[config.mk]
export PLATFORM = sky130hd
export DESIGN_NAME = qu_uop_dispatch
export DESIGN_NICKNAME = d
export VERILOG_FILES = /design/src/rtl/qu_uop_dispatch.sv
export SDC_FILE = /design/constraint.sdc
export NUM_CORES = 1
export LEC_CHECK = 0
export CAP_MARGIN = 20
export CELL_PAD_IN_SITES_DETAIL_PLACEMENT = 0
export CELL_PAD_IN_SITES_GLOBAL_PLACEMENT = 1
export CORE_ASPECT_RATIO = 0.75
export CORE_MARGIN = 1
export CORE_UTILIZATION = 35
export DETAILED_ROUTE_END_ITERATION = 10
export PLACE_DENSITY_LB_ADDON = 0.1
export SETUP_SLACK_MARGIN = 0.2
export SKIP_CTS_REPAIR_TIMING = 1
export SLEW_MARGIN = 10
export SYNTH_ARGS = -nofsm -noshare
export SYNTH_HDL_FRONTEND = slang
export SYNTH_SLANG_ARGS = --single-unit
[constraint.sdc]
create_clock -name clk -period 3 [get_ports clk]
set_input_delay 0.45 -clock clk [delete_from_list [all_inputs] [get_ports clk]]
set_output_delay 0.45 -clock clk [all_outputs]
set_load 0.05 [all_outputs]
[src/rtl/qu_uop_dispatch.sv]
// -----------------------------------------------------------------------------
// qu_uop package and qu_uop_dispatch
//
// qu_uop:
//   Packed micro-op layout shared by rename, the dispatch buffer and the issue
//   queues, plus optype classification helpers. Bits [3:0] of every uop hold
//   the optype; the remaining fields are reinterpreted per issue port.
//
// qu_uop_dispatch:
//   In-order dispatch buffer between rename and the issue queues. Uops are
//   held in a small FIFO. The head entry is steered to either the
//   integer/control port or the load/store port by its optype. A head with an
//   illegal optype is dropped and reported with a one-cycle pulse.
//
// Ports:
//   clk           in   clock
//   rst_n         in   synchronous active-low reset
//   flush         in   discard all buffered uops
//   in_valid      in   rename presents a uop
//   in_ready      out  buffer can accept a uop this cycle
//   in_uop        in   packed uop_t from rename
//   ic_valid      out  head uop is INT, BRANCH or CONT
//   ic_ready      in   integer/control issue queue accepts
//   ic_uop        out  head uop (uop_ic view)
//   ldst_valid    out  head uop is LOAD or STORE
//   ldst_ready    in   load/store issue queue accepts
//   ldst_uop      out  head uop (uop_ldst view)
//   ldst_is_store out  head is a STORE, qualified by ldst_valid
//   bad_optype    out  one-cycle pulse: an illegal-optype head was dropped
//   count         out  current occupancy
// -----------------------------------------------------------------------------

package qu_uop;

  localparam int UOP_WIDTH = 32;

  typedef enum logic [3:0] {
    OPTYPE_INT    = 4'b0001,
    OPTYPE_BRANCH = 4'b0011,
    OPTYPE_CONT   = 4'b0111,
    OPTYPE_LOAD   = 4'b1001,
    OPTYPE_STORE  = 4'b0101
  } optype_e;

  // Generic view as produced by rename.
  typedef struct packed {
    logic [15:0] imm;
    logic [5:0]  rd;
    logic [5:0]  rs;
    logic [3:0]  optype;
  } uop_t;

  // Integer/control issue view.
  typedef struct packed {
    logic [15:0] imm;
    logic [5:0]  rd;
    logic [5:0]  rs1;
    logic [3:0]  optype;
  } uop_ic;

  // Load/store issue view: imm is the address offset, rd is the load
  // destination or the store data register.
  typedef struct packed {
    logic [15:0] offset;
    logic [5:0]  rd_or_data;
    logic [5:0]  base;
    logic [3:0]  optype;
  } uop_ldst;

  // True for optypes that go to the integer/control issue queue.
  function automatic logic is_ic_optype(input logic [3:0] op);
    logic r;
    case (op)
      4'b0001: r = 1'b1;
      4'b0011: r = 1'b1;
      4'b0111: r = 1'b1;
      default: r = 1'b0;
    endcase
    return r;
  endfunction

  // True for optypes that go to the load/store issue queue.
  function automatic logic is_ldst_optype(input logic [3:0] op);
    logic r;
    case (op)
      4'b1001: r = 1'b1;
      4'b0101: r = 1'b1;
      default: r = 1'b0;
    endcase
    return r;
  endfunction

  // True only for a store optype.
  function automatic logic is_store_optype(input logic [3:0] op);
    return (op == 4'b0101);
  endfunction

endpackage


module qu_uop_dispatch #(
  parameter int DEPTH     = 4,
  parameter int UOP_WIDTH = qu_uop::UOP_WIDTH
) (
  input  logic                       clk,
  input  logic                       rst_n,
  input  logic                       flush,
  input  logic                       in_valid,
  output logic                       in_ready,
  input  logic [UOP_WIDTH-1:0]       in_uop,
  output logic                       ic_valid,
  input  logic                       ic_ready,
  output logic [UOP_WIDTH-1:0]       ic_uop,
  output logic                       ldst_valid,
  input  logic                       ldst_ready,
  output logic [UOP_WIDTH-1:0]       ldst_uop,
  output logic                       ldst_is_store,
  output logic                       bad_optype,
  output logic [$clog2(DEPTH):0]     count
);

  localparam int PTR_W = $clog2(DEPTH);
  localparam int CNT_W = PTR_W + 1;

  localparam logic [PTR_W-1:0] PTR_ONE  = PTR_W'(1);
  localparam logic [PTR_W-1:0] PTR_ZERO = PTR_W'(0);
  localparam logic [CNT_W-1:0] CNT_ONE  = CNT_W'(1);
  localparam logic [CNT_W-1:0] CNT_ZERO = CNT_W'(0);
  localparam logic [CNT_W-1:0] CNT_FULL = CNT_W'(DEPTH);

  // Storage and state
  logic [UOP_WIDTH-1:0] r_mem [DEPTH];
  logic [PTR_W-1:0]     r_wr_ptr;
  logic [PTR_W-1:0]     r_rd_ptr;
  logic [CNT_W-1:0]     r_count;
  logic                 r_bad_optype;

  // Combinational control
  logic [UOP_WIDTH-1:0] w_head;
  logic [3:0]           w_optype;
  logic                 w_active;
  logic                 w_head_ic;
  logic                 w_head_ldst;
  logic                 w_head_store;
  logic                 w_illegal;
  logic                 w_ic_valid;
  logic                 w_ldst_valid;
  logic                 w_in_ready;
  logic                 w_push;
  logic                 w_pop;

  assign w_head   = r_mem[r_rd_ptr];
  assign w_optype = w_head[3:0];

  // Classify the head entry and derive handshake qualifiers.
  always_comb begin
    w_active     = 1'b0;
    w_head_ic    = 1'b0;
    w_head_ldst  = 1'b0;
    w_head_store = 1'b0;
    w_illegal    = 1'b0;
    w_ic_valid   = 1'b0;
    w_ldst_valid = 1'b0;
    w_in_ready   = 1'b0;
    w_push       = 1'b0;
    w_pop        = 1'b0;

    // The head is only meaningful when something is buffered and the
    // pipeline is neither being reset nor flushed this cycle.
    if ((r_count != CNT_ZERO) && !flush && rst_n) begin
      w_active = 1'b1;
    end else begin
      w_active = 1'b0;
    end

    w_head_ic    = qu_uop::is_ic_optype(w_optype);
    w_head_ldst  = qu_uop::is_ldst_optype(w_optype);
    w_head_store = qu_uop::is_store_optype(w_optype);

    w_ic_valid   = w_active && w_head_ic;
    w_ldst_valid = w_active && w_head_ldst;
    // An illegal head is retired unconditionally so it cannot stall the pipe.
    w_illegal    = w_active && !w_head_ic && !w_head_ldst;

    // Push is blocked at full even if a pop happens in the same cycle; this
    // keeps in_ready independent of the downstream ready inputs.
    w_in_ready = (r_count != CNT_FULL) && !flush && rst_n;
    w_push     = in_valid && w_in_ready;
    w_pop      = (w_ic_valid && ic_ready) || (w_ldst_valid && ldst_ready) || w_illegal;
  end

  // Write the pushed uop into the array; the array itself is never reset.
  always_ff @(posedge clk) begin
    if (w_push) begin
      r_mem[r_wr_ptr] <= in_uop;
    end
  end

  // Pointers, occupancy and the illegal-drop pulse.
  always_ff @(posedge clk) begin
    if (!rst_n) begin
      r_wr_ptr     <= PTR_ZERO;
      r_rd_ptr     <= PTR_ZERO;
      r_count      <= CNT_ZERO;
      r_bad_optype <= 1'b0;
    end else if (flush) begin
      r_wr_ptr     <= PTR_ZERO;
      r_rd_ptr     <= PTR_ZERO;
      r_count      <= CNT_ZERO;
      r_bad_optype <= 1'b0;
    end else begin
      if (w_push) begin
        r_wr_ptr <= r_wr_ptr + PTR_ONE;
      end
      if (w_pop) begin
        r_rd_ptr <= r_rd_ptr + PTR_ONE;
      end
      case ({w_push, w_pop})
        2'b10:   r_count <= r_count + CNT_ONE;
        2'b01:   r_count <= r_count - CNT_ONE;
        default: r_count <= r_count;
      endcase
      r_bad_optype <= w_illegal;
    end
  end

  assign in_ready      = w_in_ready;
  assign ic_valid      = w_ic_valid;
  assign ldst_valid    = w_ldst_valid;
  assign ic_uop        = w_head;
  assign ldst_uop      = w_head;
  assign ldst_is_store = w_ldst_valid && w_head_store;
  assign bad_optype    = r_bad_optype;
  assign count         = r_count;

endmodule
* Word-level counts from Yosys, hierarchy flattened *
Memories as Yosys holds them, arrays and structs flattened. A register that Yosys moved wholly into a read port is not among the register bits.
Cells that the tools add are included.

word-level totals
  flip-flop bits (word level) = 8
  memory bits (writable) = 128
  input port bits = 38
  output and inout bits = 72
  memories = 1

cells by class
  add/subtract/negate cells = 4
  eq/ne operators = 8
  multiplexer cells = 8
  bitwise gates (word level) = 1
  reductions and logical operators = 22

memories
  name   depth  width  rd ports  clocked after memory_dff  write ports  RTL line  RTL
  r_mem  4      32     1         1                         1            132       logic [UOP_WIDTH-1:0] r_mem [DEPTH];

operators by type and width
  kind                   count
  $logic_and A1 B1 Y1    12
  $eq A4 B3 Y1 const B   2
  $pmux W3 S2            1
  $mux W1                5
  $add A2 B1 Y2 const B  2
  $eq A4 B1 Y1 const B   1
  $eq A4 B2 Y1 const B   1
  $eq A4 B4 Y1 const B   1
  $mux W2                2
  $reduce_or A2 Y1       2
  $add A3 B1 Y3 const B  1
  $logic_not A1 Y1       3
  $ne A3 B3 Y1 const B   1
  $reduce_bool A3 Y1     1
  $reduce_or A3 Y1       1
  $sub A3 B1 Y3 const B  1
  $eq A2 B1 Y1 const B   1
  $eq A2 B2 Y1 const B   1
  $logic_or A1 B1 Y1     2
  $reduce_bool A2 Y1     1
  $not A1 Y1             1

* Logic depth before layout (Yosys ltp) *
  depth after elaboration = 10
  gate-level depth with buffers = 13
  depth with buffers taken out = 11

* Worst setup path after synthesis *
OpenSTA, ideal clock, no wires.

  path kind = register -> register
  from = register r_count[1] (netlist: count[1])
  to = memory r_mem[0][0] (enable)
  library setup time = 392 ps
  data arrival time = 2,833 ps
  data required time = 2,608 ps
  path slack = -225 ps
  cell stages (with the launch flop) = 4
  path buffers = 0
  clock period less this slack = 3,225 ps
  cell sequence = dfxtp_1 > inv_1 > a31oi_1 > and3_1

on the way
  cells in the longest elaborated chain, start to end = 6

RTL lines
  element                           RTL line  RTL
  start, declared                   135       logic [CNT_W-1:0] r_count;
  start signal, assigned            219       2'b10: r_count <= r_count + CNT_ONE;
  start signal, assigned            220       2'b01: r_count <= r_count - CNT_ONE;
  start signal, assigned            221       default: r_count <= r_count;
  $ne A3 B3 Y1                      187       w_in_ready = (r_count != CNT_FULL) && !flush && rst_n;
  $logic_and A1 B1 Y1 (2 in a row)  187
  via in_ready                      109       output logic in_ready,
  $logic_and A1 B1 Y1               188       w_push = in_valid && w_in_ready;
  $mux W1                           194       if (w_push) begin
  $mux W1 (not written as such)     195       r_mem[r_wr_ptr] <= in_uop;
  end, declared                     132

The timed path passes the listed nets, and every way through them passes these cells.

==> results by group <==
Status
  – Outcome: completed

CTS
  – Clock Root Buffer: clkbuf_16
  – Clock buffer depth: 2
  – Clock transition at path regs: 0.06 ns
  – H-tree depth: 4
  – TritonCTS clock tree: yes
  – Clock Sinks: 138
  – Cts bufs inserted: 17
  – Clk_lat worst skew: 0.40 ns

Logic synthesis
  – Yosys warnings: 0
  – Mean Syn Cell Area: 20.3 µm²
  – Synthesized instance count: 270
  – Seq/Total Area, Yosys: 73.9%
  – Syn nets: 314
  – Post-synth top area cell: edfxtp_1
  – Top cells by area, synth: edfxtp_1 70%, mux4_2 13%, buf_4 4.4%, dfxtp_1 3.7%, ha_1 1.1%
  – Yosys cell types: 32
  – Share of the synthesized area in the top cell type: 70.2%
  – Mapped Area: 5470 µm²
  – Synthesized flop and latch total: 138

Global route
  – GRT Total Usage: 13.5%
  – Congestion Overflow GR: 0
  – Initial antenna violation count: 0
  – Vias in the first global route: 2753
  – Largest net degree at the start of global routing: 33
  – Met2 GRT Util: 21.5%
  – Global-route wire length before repair: 15600 µm
  – Busiest grt layer: met2
  – GR Util met3: 3.70%
  – Met1 GRT Util: 17.7%

Die
  – I/O pins: 110
  – Die width: 146 µm
  – Chip Height: 110 µm
  – Die area: 16100 µm²
  – Initial Util: 35.8%
  – Row count: 39
  – Core area: 15300 µm²

STA
  – Setup TNS: 0 ns
  – Final Hold Vio Count: 0
  – Fmax: 360 MHz
  – Tmin final: 2.77 ns
  – Minimum setup slack in the final design: 0.225 ns
  – Final period utilization: 92.5%
  – Setup violators final: 0
  – Final setup skew: 0.00830 ns
  – Max Slew Vio Count: 0
  – Tightest Pin Transition: 0.593 ns
  – Slew HR: 60.1%
  – RSZ-0062 raised after global routing: true

Power
  – Seq pwr share: 44.8%
  – Leakage: 2.52 nW
  – Combinational power share: 5.9%
  – Clk network pwr share: 49.3%
  – Sw Ratio: 20.0%
  – Pwr/cell area: 646 nW/µm²
  – Psw: 0.947 mW
  – Internal Power: 3.79 mW
  – VDD IR max: 339 µV

Critical path
  – Top cell family by delay on the critical path: simple AND/OR/NAND/NOR gates
  – Crit. End Element: flip-flop
  – Worst Reg-to-Reg Cells: 11
  – CP Cell Sequence: mux4_2 -> nand2b_4 -> a211oi_4 -> nor2_1 -> nor2_1 -> ha_2 -> inv_2 -> fa_2 -> xor2_1 -> or3_1 -> a21oi_2
  – WP data required: 3.34 ns
  – Crit path capture: count[2]$_SDFFE_PP0P_
  – Slowest cell delay on critical path: 0.52 ns
  – R2R setup slack: 0.23 ns
  – Reg2reg end: count[2]$_SDFFE_PP0P_
  – Worst Path Max Fanout: 6
  – CP max-delay cell: mux4_2
  – CP Depth: 11
  – Most frequent CP cell: nor2_1
  – Crit path kind: reg2reg
  – CP Launch Type: flip-flop
  – WP buf/inv: 1
  – Critical Path AT: 3.11 ns

Hold path
  – HP Class: reg2reg
  – Hold Path Depth: 1

Placed design
  – Placed inst area: 6600 µm²
  – GP Congestion: 0.670
  – Pre-CTS WS: 0.0583 ns
  – Post-DP HPWL: 6380 µm
  – PortBufs: 109

Run
  – MaxCap Viol Count: 0

Finish
  – Final nets: 423
  – Antenna cells: 0
  – Cell area after layout: 7330 µm²
  – Layout cells sized above 1: 43.2%
  – Area Growth Syn to Fin: 34.0%

Detailed routing
  – Pre-antenna DRT Iters: 4
  – Final ANT Viol Nets: 0
  – Total Wirelength: 10300 µm
  – Via density: 4.66
  – # DRC: 0
  – Initial drt markers: 184
  – Vias: 2777
  – Avg WL per Cell: 17.3 µm
-- power groups by stage --
stage | combinational [mW] | sequential (mW) | clock (mW)
final | 0.278 | 2.12 | 2.34
after detailed placement | 0.277 | 2.16 | 0
after global placement | 0.275 | 2.16 | 0
after global routing | 0.294 | 2.12 | 2.46
after floorplan | 0.161 | 2.17 | 0
after CTS | 0.277 | 2.12 | 2.40
-- final cells by class --
class	count	area, µm²
sequential	138	4050
inverter	8	30.0
clock buffer	17	425
timing repair buffer	130	1170
multi-input combinational	84	1160
fill	1294	7940
tap	205	256
clock inverter	14	245
-- worst register-to-register path, stage by stage, from the launching register on --
cell and delay (ns):
dfxtp_4 0.39, mux4_2 0.52, nand2b_4 0.17, a211oi_4 0.27
nor2_1 0.08, nor2_1 0.13, ha_2 0.20, inv_2 0.04
fa_2 0.32, xor2_1 0.15, or3_1 0.33, a21oi_2 0.12
-- per-layer routing --
layer / up-vias / share of wire, % / routed length, µm
li1: 1272 / - / -
met1: 1419 / 46 / 4760
met2: 72 / 48 / 4970
met4: 0 / 1.1 / 112
met5: - / 0 / 0
met3: 14 / 4.3 / 445
-- Yosys cell counts --
cell type,number
a31oi_1,1
o211ai_1,2
fa_1,1
o211ai_2,1
nor2_1,7
nand2b_1,2
nor2b_1,1
nor4b_2,2
a21oi_1,4
edfxtp_1,128
nand2_1,4
buf_1,1
mux4_2,32
nand3_1,1
dfxtp_1,10
buf_6,2
buf_2,3
inv_1,8
ha_1,5
nor3b_1,1
xnor2_1,2
mux2i_1,1
o21ai_0,2
clkbuf_1,2
nor3_1,3
o31ai_1,2
xor2_1,2
or3_1,1
and3_1,5
buf_4,32
and2_1,1
a211oi_4,1
-- placed cells by master (no fill, tap or decap), drive strengths merged, types with 5 or more instances in the layout --
master,Yosys,routed
nor2,7,7
clkdlybuf4s50,0,41
and3,5,5
mux4,32,32
bufinv,0,6
dfxtp,10,10
ha,5,5
clkbuf,2,17
buf,38,89
inv,8,10
edfxtp,128,128
clkinv,0,5
-- stage by stage --
step	hold slack, ns	instances	utilization, %	total power [mW]
2_1_floorplan	0.427	270	-	2.33
3_3_place_gp	0.433	560	43.2	2.44
3_5_place_dp	0.462	560	43.2	2.44
4_1_cts	0.471	591	47.6	4.80
5_1_grt	0.486	596	48.0	4.87
6_report	0.467	596	48.0	4.74
-- state kept, by name, indices dropped and copies added (netlist names), named ones only --
signal / count
bad_optype: 1
count: 3
r_mem: 128
r_rd_ptr: 2
r_wr_ptr: 2
-- how the worst min path moves through the flow --
stage | from | slack, ns | endpoint
3_5_place_dp | r_rd_ptr[1]$_SDFFE_PP0P_ | 0.46 | flip-flop
6_report | r_rd_ptr[1]$_SDFFE_PP0P_ | 0.47 | flip-flop
5_1_grt | r_rd_ptr[1]$_SDFFE_PP0P_ | 0.49 | flip-flop
2_1_floorplan | r_rd_ptr[1]$_SDFFE_PP0P_ | 0.43 | flip-flop
4_1_cts | r_rd_ptr[1]$_SDFFE_PP0P_ | 0.47 | flip-flop
3_3_place_gp | r_rd_ptr[1]$_SDFFE_PP0P_ | 0.43 | flip-flop
-- cell families (layout without fill, tap and decap cells) --
kind of cell    Yosys count  in the layout  synth area share, %
compound gates           13             13                 1.81
xor+xnor                  4              4                0.640
fa+ha+maj                 6              6                 1.51
buf+inv                  48            169                 5.83
flops                   138            138                 73.9
mux                      33             33                 13.4
simple gates             28             28                 2.95
No activity file was read; power rests on OpenSTA's default activity.
==> RTL edit 1 (same flow settings) <==
Put one more register stage on the output `count`, with the module's reset. The value now appears one clock later. The other outputs are not delayed to match.
--- a/src/rtl/qu_uop_dispatch.sv
+++ b/src/rtl/qu_uop_dispatch.sv
@@ -231,6 +231,12 @@
   assign ldst_uop      = w_head;
   assign ldst_is_store = w_ldst_valid && w_head_store;
   assign bad_optype    = r_bad_optype;
-  assign count         = r_count;
+  always_ff @(posedge clk) begin
+    if (!rst_n) begin
+      count <= '0;
+    end else begin
+      count <= r_count;
+    end
+  end
 
 endmodule
Formal check against the unedited RTL: not equivalent (Yosys sat finds a counterexample within 4 cycles, from zero or initial values and one cycle with rst_n low).
==> RTL edit 1 against the original RTL <==
- utilization increased by 1.1 points
- total power decreased by 7.2%
- sequential cell count increased by 3
- critical path type unchanged
- area after synthesis increased by 1.7%
- routed wire length increased by 5.0%
- worst setup slack got worse by 0.022 ns
- clock power decreased by 17%
- combinational power increased by 3%
- critical endpoint is now r_count[2]$_SDFFE_PP0P_
- clock skew increased by 0.0059 ns
- largest power group is now sequential cells
- design area increased by 3.0%
==> RTL edit 1: results (changes against the original RTL) <==
| Metric | Value |
|---|---|
| Die area | `16400 sq um (was 16100 sq um)` |
| DR WL met3 | `582 um (was 445 um)` |
| R2R setup slack | `0.20 ns (was 0.23 ns)` |
| Clk sinks | `141 (was 138)` |
| Setup Slack @ Placement | `0.0145 ns (was 0.0583 ns)` |
| GRT Total Usage | `0.137 (was 0.135)` |
| Syn_nets | `320 (was 314)` |
| Distinct cell type count after synthesis | `36 (was 32)` |
| Switching portion of total power | `0.214 (was 0.200)` |
| Max IR drop VDD | `370 uV (was 339 uV)` |
| NonClk Buf Share | `0.188 (was 0.160)` |
| FF/Latch Area | `4110 sq um (was 4050 sq um)` |
| Tmin final | `2.80 ns (was 2.77 ns)` |
| Vias in the first global route | `2854 (was 2753)` |
| Worst-Margin Slew | `0.515 ns (was 0.593 ns)` |
| Clk_buf instances | `22 (was 17)` |
| Global-route wire length before repair | `16.4 mm (was 15.6 mm)` |
| Status | `finished clean (unchanged)` |
| M2 GR Usage | `0.203 (was 0.215)` |
| Metal2 WL | `4.93 mm (was 4.97 mm)` |
| DP Area | `6800 sq um (was 6600 sq um)` |
| P_leak | `0.00286 uW (was 0.00252 uW)` |
| WL met1 | `5.19 mm (was 4.76 mm)` |
| Fraction of power consumed by the clock network | `0.443 (was 0.493)` |
| Worst endpoint data arrival time | `3.14 ns (was 3.11 ns)` |
| Reg power frac | `0.492 (was 0.448)` |
| Worst Setup EP | `r_count[2]$_SDFFE_PP0P_ (was count[2]$_SDFFE_PP0P_)` |
| Layout clock area frac | `0.0737 (was 0.0914)` |
| Layout Skew | `0.0142 ns (was 0.00830 ns)` |
| Seq/Total Area, Yosys | `0.737 (was 0.739)` |
| Filler cells | `1276 (was 1294)` |
| GP Congestion | `0.720 (was 0.670)` |
[RTL edit 1: cell count changes after synthesis]
cell	change
nor4b_4	+1
nor4b_2	-1
and2_1	+3
nand2b_4	+1
inv_1	-1
nand2b_1	-1
inv_2	+1
o21ai_1	+1
dfxtp_1	+3
o21ai_0	-1
[RTL edit 1: kinds of logic (layout without fill, tap and decap cells)]
family                   after synthesis  in the layout  share of synthesized area
AND/OR/NAND/NOR                       31             31                     0.0353
adder cells (fa/ha/maj)                6              6                     0.0148
flip-flops                           141            141                      0.737
buffers and inverters                 48            174                     0.0573
multiplexers                          33             33                      0.131
AO/OA/AOI/OAI                         13             13                     0.0178
XOR/XNOR                               4              4                    0.00629
[RTL edit 1: per-stage QoR]
stage	std cells	hold WS, ns	utilization	total power, uW	TNS, ns
final	607	0.453	0.491	4400	0
after CTS	600	0.456	0.478	4430	-1.60
after global placement	568	0.435	0.442	2490	0
after floorplan	276	0.427	-	2370	-0.00574
after detailed placement	568	0.447	0.442	2490	0
after global routing	607	0.483	0.491	4530	0
==> RTL edit 2 (same flow settings) <==
Made on the original files. `DEPTH`: 4 -> 8.
--- a/src/rtl/qu_uop_dispatch.sv
+++ b/src/rtl/qu_uop_dispatch.sv
@@ -99,7 +99,7 @@
 
 
 module qu_uop_dispatch #(
-  parameter int DEPTH     = 4,
+  parameter int DEPTH     = 8,
   parameter int UOP_WIDTH = qu_uop::UOP_WIDTH
 ) (
   input  logic                       clk,
Ports: changed (resized count); port bits go from 110 to 111. No check against the original RTL was run, so the function may have changed too.
==> RTL edit 2 against the original RTL <==
- the flow now finishes with violations (setup timing)
- design area increased by 86%
- total power increased by 62%
- clock skew increased by 0.0026 ns
- routed wire length increased by 120%
- worst hold slack improved by 0.0013 ns
- synthesized cell count increased by 84%
- first-iteration DRC count increased by 35%
- sequential cell count increased by 132
- utilization decreased by 1.7 points
- sequential share of layout area increased by 3.3 points
- critical path depth increased by 2
- worst setup slack got worse by 0.37 ns
- area after synthesis increased by 94%
- largest cell class unchanged
==> RTL edit 2: results (changes against the original RTL) <==
| Metric | Value |
|---|---|
| P_clk | `3150 uW (was 2340 uW)` |
| H-tree levels | `1 (was 4)` |
| Clock tree buffer depth | `3 (was 2)` |
| Final nets | `673 (was 423)` |
| Combinational-cell power consumption | `391 uW (was 278 uW)` |
| EDFF count, synth | `256 (was 128)` |
| P_leak | `0.00440 uW (was 0.00252 uW)` |
| CP required | `3.45 ns (was 3.34 ns)` |
| Global-route wire length before repair | `32.9 mm (was 15.6 mm)` |
| Met3 GRT Util | `0.0237 (was 0.0370)` |
| Filler cells | `2494 (was 1294)` |
| GP Congestion | `0.674 (was 0.670)` |
| M1 GR Usage | `0.195 (was 0.177)` |
| Failing checks | `setup timing` |
| Synth Area in Compound Gates | `0.00895 (was 0.0181)` |
| Distinct cell type count after synthesis | `36 (was 32)` |
| Synth Area in XOR/XNOR | `0.00495 (was 0.00640)` |
| Avg Cell Area, Syn | `21.4 sq um (was 20.3 sq um)` |
| Setup WS post-layout | `-0.146 ns (was 0.225 ns)` |
| Mux share of post-synthesis cell area | `0.175 (was 0.134)` |
| Switching portion of total power | `0.203 (was 0.200)` |
| Seq/Total Area, Yosys | `0.750 (was 0.739)` |
| Post-Synth Adder-Cell Area | `0.00777 (was 0.0151)` |
| HPWL Detailed | `12.2 mm (was 6.38 mm)` |
| Wire per inst | `21.6 um (was 17.3 um)` |
| Min-delay src | `r_rd_ptr[2]$_SDFFE_PP0N_ (was r_rd_ptr[1]$_SDFFE_PP0P_)` |
| PortBufs | `110 (was 109)` |
| Total negative slack | `-0.168 ns (was 0 ns)` |
| GRT Total Usage | `0.143 (was 0.135)` |
| Max FFs per register | `256 (was 128)` |
| Final setup vio count | `3 (was 0)` |
| Layout Skew | `0.0109 ns (was 0.00830 ns)` |
| Clk_lat worst skew | `0.52 ns (was 0.40 ns)` |
| Vias | `5052 (was 2777)` |
| M2 GR Usage | `0.236 (was 0.215)` |
| Metal2 WL | `11.2 mm (was 4.97 mm)` |
| Initial antenna violation count | `1 (was 0)` |
| Final WL | `22.5 mm (was 10.3 mm)` |
| Largest net degree at the start of global routing | `57 (was 33)` |
| Reg2reg path depth | `13 (was 11)` |
| WL met1 | `10.1 mm (was 4.76 mm)` |
| Max IR drop VDD | `360 uV (was 339 uV)` |
| Status | `finished, violations left (was finished clean)` |
| Max Used Layer | `met5 (was met4)` |
| Worst-Margin Slew | `0.528 ns (was 0.593 ns)` |
| Area contributors post-synth | `edfxtp_1, mux4_2, mux2_2 (was edfxtp_1, mux4_2, buf_4)` |
| DR WL met3 | `834 um (was 445 um)` |
| DRT iter0 DRCs | `249 (was 184)` |
| Family with the most delay on the worst path | `multiplexers (was simple AND/OR/NAND/NOR gates)` |
| Num CTS Buffers | `27 (was 17)` |
| Layout cell share with drive strength beyond 1 | `0.428 (was 0.432)` |
## RTL edit 2: changes by cell type in the layout (fill, tap and decap cells not counted), moves of 6 or more
cell	before	now
buf_12	7	16
buf_4	81	44
buf_6	1	48
clkbuf_1	0	10
clkbuf_16	17	31
clkinv_1	0	6
edfxtp_1	128	256
mux2_2	0	6
mux2_4	0	24
mux4_2	32	64
## RTL edit 2: final timing paths
path / endpoint / slack [ns]
max: count[3]$_SDFFE_PP0P_ / -0.15
min: flip-flop / 0.47
max reg2reg: count[3]$_SDFFE_PP0P_ / -0.15
min reg2reg: flip-flop / 0.47
## RTL edit 2: metrics by stage
| step | area [sq um] | total power (uW) | hold slack [ns] | utilization | setup WS (ns) |
|---|---|---|---|---|---|
| after floorplan | 10800 | 4440 | 0.427 | - | -0.184 |
| after CTS | 13100 | 7760 | 0.488 | 0.444 | -0.680 |
| after global placement | 12300 | 4570 | 0.459 | 0.416 | -0.170 |
| after detailed placement | 12300 | 4580 | 0.471 | 0.416 | -0.237 |
| final | 13700 | 7680 | 0.468 | 0.463 | -0.146 |
| after global routing | 13700 | 7930 | 0.514 | 0.463 | -0.289 |
## RTL edit 2: area by class of cell
| type | count | area (sq um) | share of cell area |
|---|---|---|---|
| Multi-Input combinational cell | 166 | 2560 | 0.187 |
| Sequential cell | 270 | 7980 | 0.585 |
| Tap cell | 392 | 490 | 0.0359 |
| Clock inverter | 12 | 103 | 0.00752 |
| Timing Repair Buffer | 157 | 1760 | 0.129 |
| Inverter | 7 | 41.3 | 0.00302 |
| Clock buffer | 37 | 713 | 0.0522 |
## RTL edit 2: logic make-up (layout without fill, tap and decap cells)
kind of cell	after synthesis	after routing
flops	270	270
mux	99	99
buf+inv	60	213
simple gates	40	40
compound gates	15	15
fa+ha+maj	6	6
xor+xnor	6	6
